<file path="config.mk">
export PLATFORM = sky130hd
export DESIGN_NAME = la_clkgatectrl
export DESIGN_NICKNAME = d
export VERILOG_FILES = /design/src/rtl/la_clkgatectrl.sv
export SDC_FILE = /design/constraint.sdc
export NUM_CORES = 1
export LEC_CHECK = 0
export ABC_CLOCK_PERIOD_IN_PS = 1880
export CORE_AREA = 3 3 40 42
export CTS_BUF_LIST = sky130_fd_sc_hd__clkbuf_8
export CTS_CLUSTER_DIAMETER = 50
export DETAILED_ROUTE_END_ITERATION = 10
export DIE_AREA = 0 0 43 45
export HOLD_SLACK_MARGIN = 0.08
export MAX_ROUTING_LAYER = met4
export PLACE_DENSITY_LB_ADDON = 0.15
export SLEW_MARGIN = 20
export SYNTH_ARGS = -nofsm -noshare
export SYNTH_HDL_FRONTEND = slang
export SYNTH_SLANG_ARGS = --single-unit
</file>
<file path="constraint.sdc">
create_clock -name clk -period 1.88 [get_ports clk]
set_clock_uncertainty 0.05 [all_clocks]
set_input_delay 0.188 -clock clk [delete_from_list [all_inputs] [get_ports clk]]
set_output_delay 0.188 -clock clk [all_outputs]
set_load 0.01 [all_outputs]
</file>
<file path="src/rtl/la_clkgatectrl.sv">
// rtl/la_clkgatectrl.sv - activity-driven enable controller for an OR-style clock gate
// Gates after IDLE quiet cycles, re-enables on activity, acks wake requests after settling.
module la_clkgatectrl #(
  parameter        PROP = "DEFAULT",
  parameter int    IDLE = 16,
  parameter int    WAKE = 2
) (
  input  logic clk,
  input  logic reset,
  input  logic busy,
  input  logic req,
  input  logic force_on,
  input  logic te,
  output logic en,
  output logic ack,
  output logic gated
);

  localparam int IcW = $clog2(IDLE + 1);
  localparam int WcW = $clog2(WAKE + 1);

  localparam logic [IcW-1:0] IdleLast = IcW'(IDLE - 1);
  localparam logic [IcW-1:0] IdleMax  = IcW'(IDLE);
  localparam logic [WcW-1:0] WakeLast = WcW'(WAKE - 1);
  localparam logic [WcW-1:0] WakeMax  = WcW'(WAKE);

  // PROP only tags the implementation; it does not alter behaviour.
  if ($bits(PROP) == 0) begin : g_no_prop
  end

  typedef enum logic [1:0] {
    ST_RUN   = 2'd0,
    ST_GATED = 2'd1,
    ST_WAKE  = 2'd2
  } state_e;

  state_e         state_q, state_d;
  logic [IcW-1:0] idle_cnt_q, idle_cnt_d;
  logic [WcW-1:0] wake_cnt_q, wake_cnt_d;
  logic           en_q, en_d;
  logic           ack_q, ack_d;
  logic           gated_q, gated_d;
  logic           act;

  assign act = busy | req | force_on | te;

  always_ff @(posedge clk) begin
    if (reset) begin
      state_q    <= ST_RUN;
      idle_cnt_q <= '0;
      wake_cnt_q <= '0;
      en_q       <= 1'b1;
      ack_q      <= 1'b0;
      gated_q    <= 1'b0;
    end else begin
      state_q    <= state_d;
      idle_cnt_q <= idle_cnt_d;
      wake_cnt_q <= wake_cnt_d;
      en_q       <= en_d;
      ack_q      <= ack_d;
      gated_q    <= gated_d;
    end
  end

  always_comb begin
    state_d    = state_q;
    idle_cnt_d = idle_cnt_q;
    wake_cnt_d = wake_cnt_q;
    if (te) begin
      state_d    = ST_RUN;
      idle_cnt_d = '0;
      wake_cnt_d = '0;
    end else begin
      unique case (state_q)
        ST_RUN: begin
          wake_cnt_d = '0;
          // Activity on the threshold edge keeps the clock running.
          if (act) begin
            idle_cnt_d = '0;
          end else if (idle_cnt_q == IdleLast) begin
            state_d    = ST_GATED;
            idle_cnt_d = '0;
          end else if (idle_cnt_q != IdleMax) begin
            idle_cnt_d = idle_cnt_q + IcW'(1);
          end
        end
        ST_GATED: begin
          idle_cnt_d = '0;
          if (act) begin
            state_d    = ST_WAKE;
            wake_cnt_d = '0;
          end
        end
        ST_WAKE: begin
          // Settling runs to completion regardless of activity.
          idle_cnt_d = '0;
          if (wake_cnt_q == WakeLast) begin
            state_d    = ST_RUN;
            wake_cnt_d = '0;
          end else if (wake_cnt_q != WakeMax) begin
            wake_cnt_d = wake_cnt_q + WcW'(1);
          end
        end
        default: begin
          state_d    = ST_RUN;
          idle_cnt_d = '0;
          wake_cnt_d = '0;
        end
      endcase
    end
  end

  always_comb begin
    en_d    = (state_d != ST_GATED);
    gated_d = (state_d == ST_GATED);
    ack_d   = ack_q;
    if (!req) begin
      ack_d = 1'b0;
    end else if (state_q == ST_RUN) begin
      ack_d = 1'b1;
    end
  end

  assign en    = en_q;
  assign ack   = ack_q;
  assign gated = gated_q;

endmodule

</file>
After elaboration in Yosys (flattened, before gate mapping)
Index checks and enable logic that the tools add are counted.
{ "op_classes": {"addsub": 2, "eq_ne": 10, "bitwise_logic": 5, "mux": 10, "n_reduce_logical": 5} }
{ "op_table": {"columns": ["operator", "count"], "rows": [
  ["2-bit 2-to-1 mux", 8],
  ["2-bit by 1-bit == test with 1-bit output, second input constant", 3],
  ["2-bit one-hot mux with 3 select lines", 1],
  ["5-bit by 1-bit adder with 5-bit output, second input constant", 1],
  ["5-bit by 4-bit == test with 1-bit output, second input constant", 1],
  ["5-bit != test, second input constant", 1],
  ["5-bit OR reduction", 1],
  ["2-bit != test, second input constant", 2],
  ["2-bit one-hot mux with 2 select lines", 1],
  ["2-bit OR reduction", 2],
  ["3-bit != test, second input constant", 1],
  ["1-bit OR", 3],
  ["2-bit by 1-bit adder with 2-bit output, second input constant", 1],
  ["2-bit == test, second input constant", 1],
  ["2-bit logical NOT", 1],
  ["2-bit by 1-bit != test with 1-bit output, second input constant", 1],
  ["1-bit inverter", 2],
  ["2-bit AND reduction", 1]
]} }
{ "word_totals": {"wordCells": 38, "register_bits": 12} }

Depth between registers and ports, before layout
{ "logic_depth": {"word_depth": 7, "ltp_mapped": 6, "depth_no_buf": 6} }

Worst setup path before layout
Ideal clock, no wire load.
{ "synth_path": {"kind": "reg2reg", "startpoint": "register idle_cnt_q[0]", "endpoint": "register idle_cnt_q[2]", "arrival_time_ps": 1369, "n_path_buf": 0, "required_ps": 1757, "period_less_slack_ps": 1492, "slack_ps": 388, "path_stages_with_launch": 7, "cell_sequence": "dfxtp_1 ha_1 and3_1 ha_1 nor2_1 nand4_2 nor3_2"} }
{ "synth_between": {"elab_chain_cells": 2, "word_cells_on_any_way": 4, "classes_between": "add/sub: 1; eq/ne: 2; reduce/logical: 1"} }
{ "synth_rtl": {"columns": ["item", "line", "rtl"], "rows": [
  ["start: declaration", "38", "logic [IcW-1:0] idle_cnt_q, idle_cnt_d;"],
  ["start signal: assignment", "57", "idle_cnt_q <= idle_cnt_d;"],
  ["parallel branches: the longest is 2 deep, another holds 5-bit by 1-bit adder with 5-bit output", null, null]
]} }
Parallel ways; which one is timed is not known.
A chain may end at the register's enable or synchronous reset.

Final worst setup path
Ends and elaborated chain as after synthesis.

==> results.md <==
- Syn. warnings: 0
- Fin nets: 77
- Tightest Pin Transition: 242 ps
- Register area share after synthesis: 44.4%
- Clk buf depth: 2
- CTS tree: done
- Pwr dens: 747 mW/mm^2
- Critical path arrival: 1700 ps
- Hold Fails Final Rpt: 0
- Setup violations, final: 0
- Area Overhead vs Synth: 25.9%
- Power share of the clock group: 44.0%
- Distinct cell type count after synthesis: 24
- Worst reg-to-reg setup slack: 300 ps
- CP most frequent cell: ha_1
- RSZ-0062 raised after global routing: false
- Largest net degree at the start of global routing: 7
- Leak: 0.000240 uW
- Internal cell power: 412 uW
- ANT nets after route: 0
- Max cap viols: 0
- Synth top area share: 44.4%
- Total grt overflow: 0
- Die H: 45 um
- I/O Pins: 9
- Post-CTS setup buffers: 0
- CP max-delay cell: dfxtp_1
- Dpl hpwl: 649 um
- Min Tclk post-route: 1580 ps
- Core area: 0.00128 mm^2
- Clk sinks: 12
- CP bufs+invs: 0
- Initial Util: 42.1%
- Port Buffers: 8
- Mapped Nets: 64
- Diodes inserted: 0
- Syn Std Cell Area: 541 um^2
- Non-filler instance count after layout: 81
- Net switching power figure: 96.6 uW
- Cells after Synth: 55
- Fillers: 119
- Die area: 0.00194 mm^2
- Iter 0 DRT Violations: 0
- Setup TNS: 0 ps
- Worst-path clk slew: 50 ps
- Vias in the first global route: 355
- Sequential Power Share: 50.6%
- CP Cell Sequence: ha_1 -> and3_1 -> ha_1 -> nor2_1 -> nand4_2 -> nor3_2
- Post-Place Cells: 78
- CP Class: flop to flop
- Status: completed
- Comb power frac: 5.4%
- Switching Fraction: 19.0%
- Clock latency on the worst-skew pair: 240 ps
- Share of cells above drive strength 1: 13.6%
- TritonRoute pass-1 iters: 1
- Flops & latches, synth: 12
- Mean area per synthesized cell: 9.83 um^2
- Crit path required time: 2000 ps
- Crit start category: flop
- # DRC: 0
- Num CTS Buffers: 3
- Cts hold-fix bufs: 0
- Gp weighted congestion: 0.801
- HP Class: flop to flop
- Max Fclk: 634 MHz
- Top post-synthesis cells by area: dfxtp_1 (44%), nor2_1 (7.6%), ha_1 (6.9%), nor4_4 (3.9%), inv_1 (3.5%)
- Die Wd: 43 um
- Tcrit/Tclk final: 83.9%
- Drt total wl: 790 um
- PostCTS Resize Cnt: 0
- Worst path max stage delay: 320 ps
- Worst VDD drop: 449 uV
- CP Capture Type: flop
- Via count: 376
- First-pass GRT wire length: 1390 um
- Gr usage total: 10.6%
- Row cnt: 13
- Final Max Slew Viols: 0
- # H-tree levels: 1
- WL/cell: 9.75 um
- Vias per inst: 4.64
- Delay-heaviest family, CP: simple AND/OR/NAND/NOR gates
- Synth area leader: dfxtp_1
- Crit Path Max Fanout: 5
- Slew headroom: 83.7%
- Clock root cell: clkbuf_8
- Initial antenna violation count: 0
worst paths after layout:
check	start	endpoint	cells after the start
worst max-delay path	idle_cnt_q[0]	idle_cnt_q[2]	6
worst min-delay path	wake_cnt_q[1]	wake_cnt_q[1]	2
worst max register to register	idle_cnt_q[0]	idle_cnt_q[2]	6
worst min register to register	wake_cnt_q[1]	wake_cnt_q[1]	2
layer usage:
layer  part of all wire [%]  track usage (%)  wire, um  up-vias
met5                      0                -         0        -
met4                    1.5             5.42        12        0
met3                    5.6             7.17        44        2
met2                     42             13.8       334        5
met1                     50             12.2       398      160
li1                       -                -         -      209
power by group through the flow:
stage | Sequential (uW) | Combinational, uW | Clock [uW]
detailed placement | 262 | 27.6 | 0
global route | 257 | 29.7 | 247
finish | 257 | 27.2 | 224
floorplan | 263 | 7.68 | 0
global placement | 262 | 27.7 | 0
CTS | 257 | 27.7 | 230
flip-flops by register name, indices dropped and copies added (netlist names):
register and count:
ack 1, gated 1, en 1, idle_cnt_q 5
wake_cnt_q 2, state_q 2
synth_stat cells:
cell type and n:
xnor2_1 2, dfxtp_1 12, nand4_2 1, and3_1 1, xor2_1 1, nand2b_1 1, a21boi_1 1, nor4_2 1
and4bb_4 1, inv_1 5, a32oi_1 1, a211o_1 1, ha_1 3, or2_1 1, nor2_1 11, nand3_1 2
nor3_2 1, nor4_4 1, nor3b_1 2, nor2b_1 1, a21oi_1 2, inv_2 1, mux2i_1 1, nor3_1 1
kinds of logic after synthesis:
logic type                 synth area share, %
AOI/OAI and AO/OA                         6.48
buffers and inverters                     4.17
adders and majority gates                 6.95
and+or+nand+nor                           31.3
DFF                                       44.4
muxes                                     1.85
xor gates and xnor gates                  4.86
layout make-up:
class / instances / area, um^2 / share of cell area [%]
multi-input cells: 37 / 278 / 40.8
flip-flops and latches: 12 / 240 / 35.3
repair buffers: 8 / 80.1 / 11.8
clock buffers: 3 / 41.3 / 6.07
inverters: 6 / 22.5 / 3.31
well taps: 15 / 18.8 / 2.76
cells in the final DEF (no fill, tap or decap), types with 2 or more instances in the layout:
cell type,instances
inv_1,5
nor2_1,11
a21oi_1,2
ha_1,3
dfxtp_1,12
clkdlybuf4s50_1,8
nor3b_1,2
xnor2_1,2
nand3_1,2
clkbuf_8,3
worst register-to-register path: stages (launching register included):
cell	delay, ps
dfxtp_1	320
ha_1	210
and3_1	190
ha_1	170
nor2_1	200
nand4_2	180
nor3_2	200
stage by stage:
stage          setup slack (ps)  area, um^2  util (%)  hold WS (ps)  total power [uW]
3_5_place_dp                279         639      49.8           429               290
6_report                    302         681      53.0           435               508
2_1_floorplan               388         541         -           210               270
5_1_grt                     106         681      53.0           468               534
3_3_place_gp                315         639      49.8           433               290
4_1_cts                     281         681      53.0           436               515
Power figures use the tool's default switching activity.
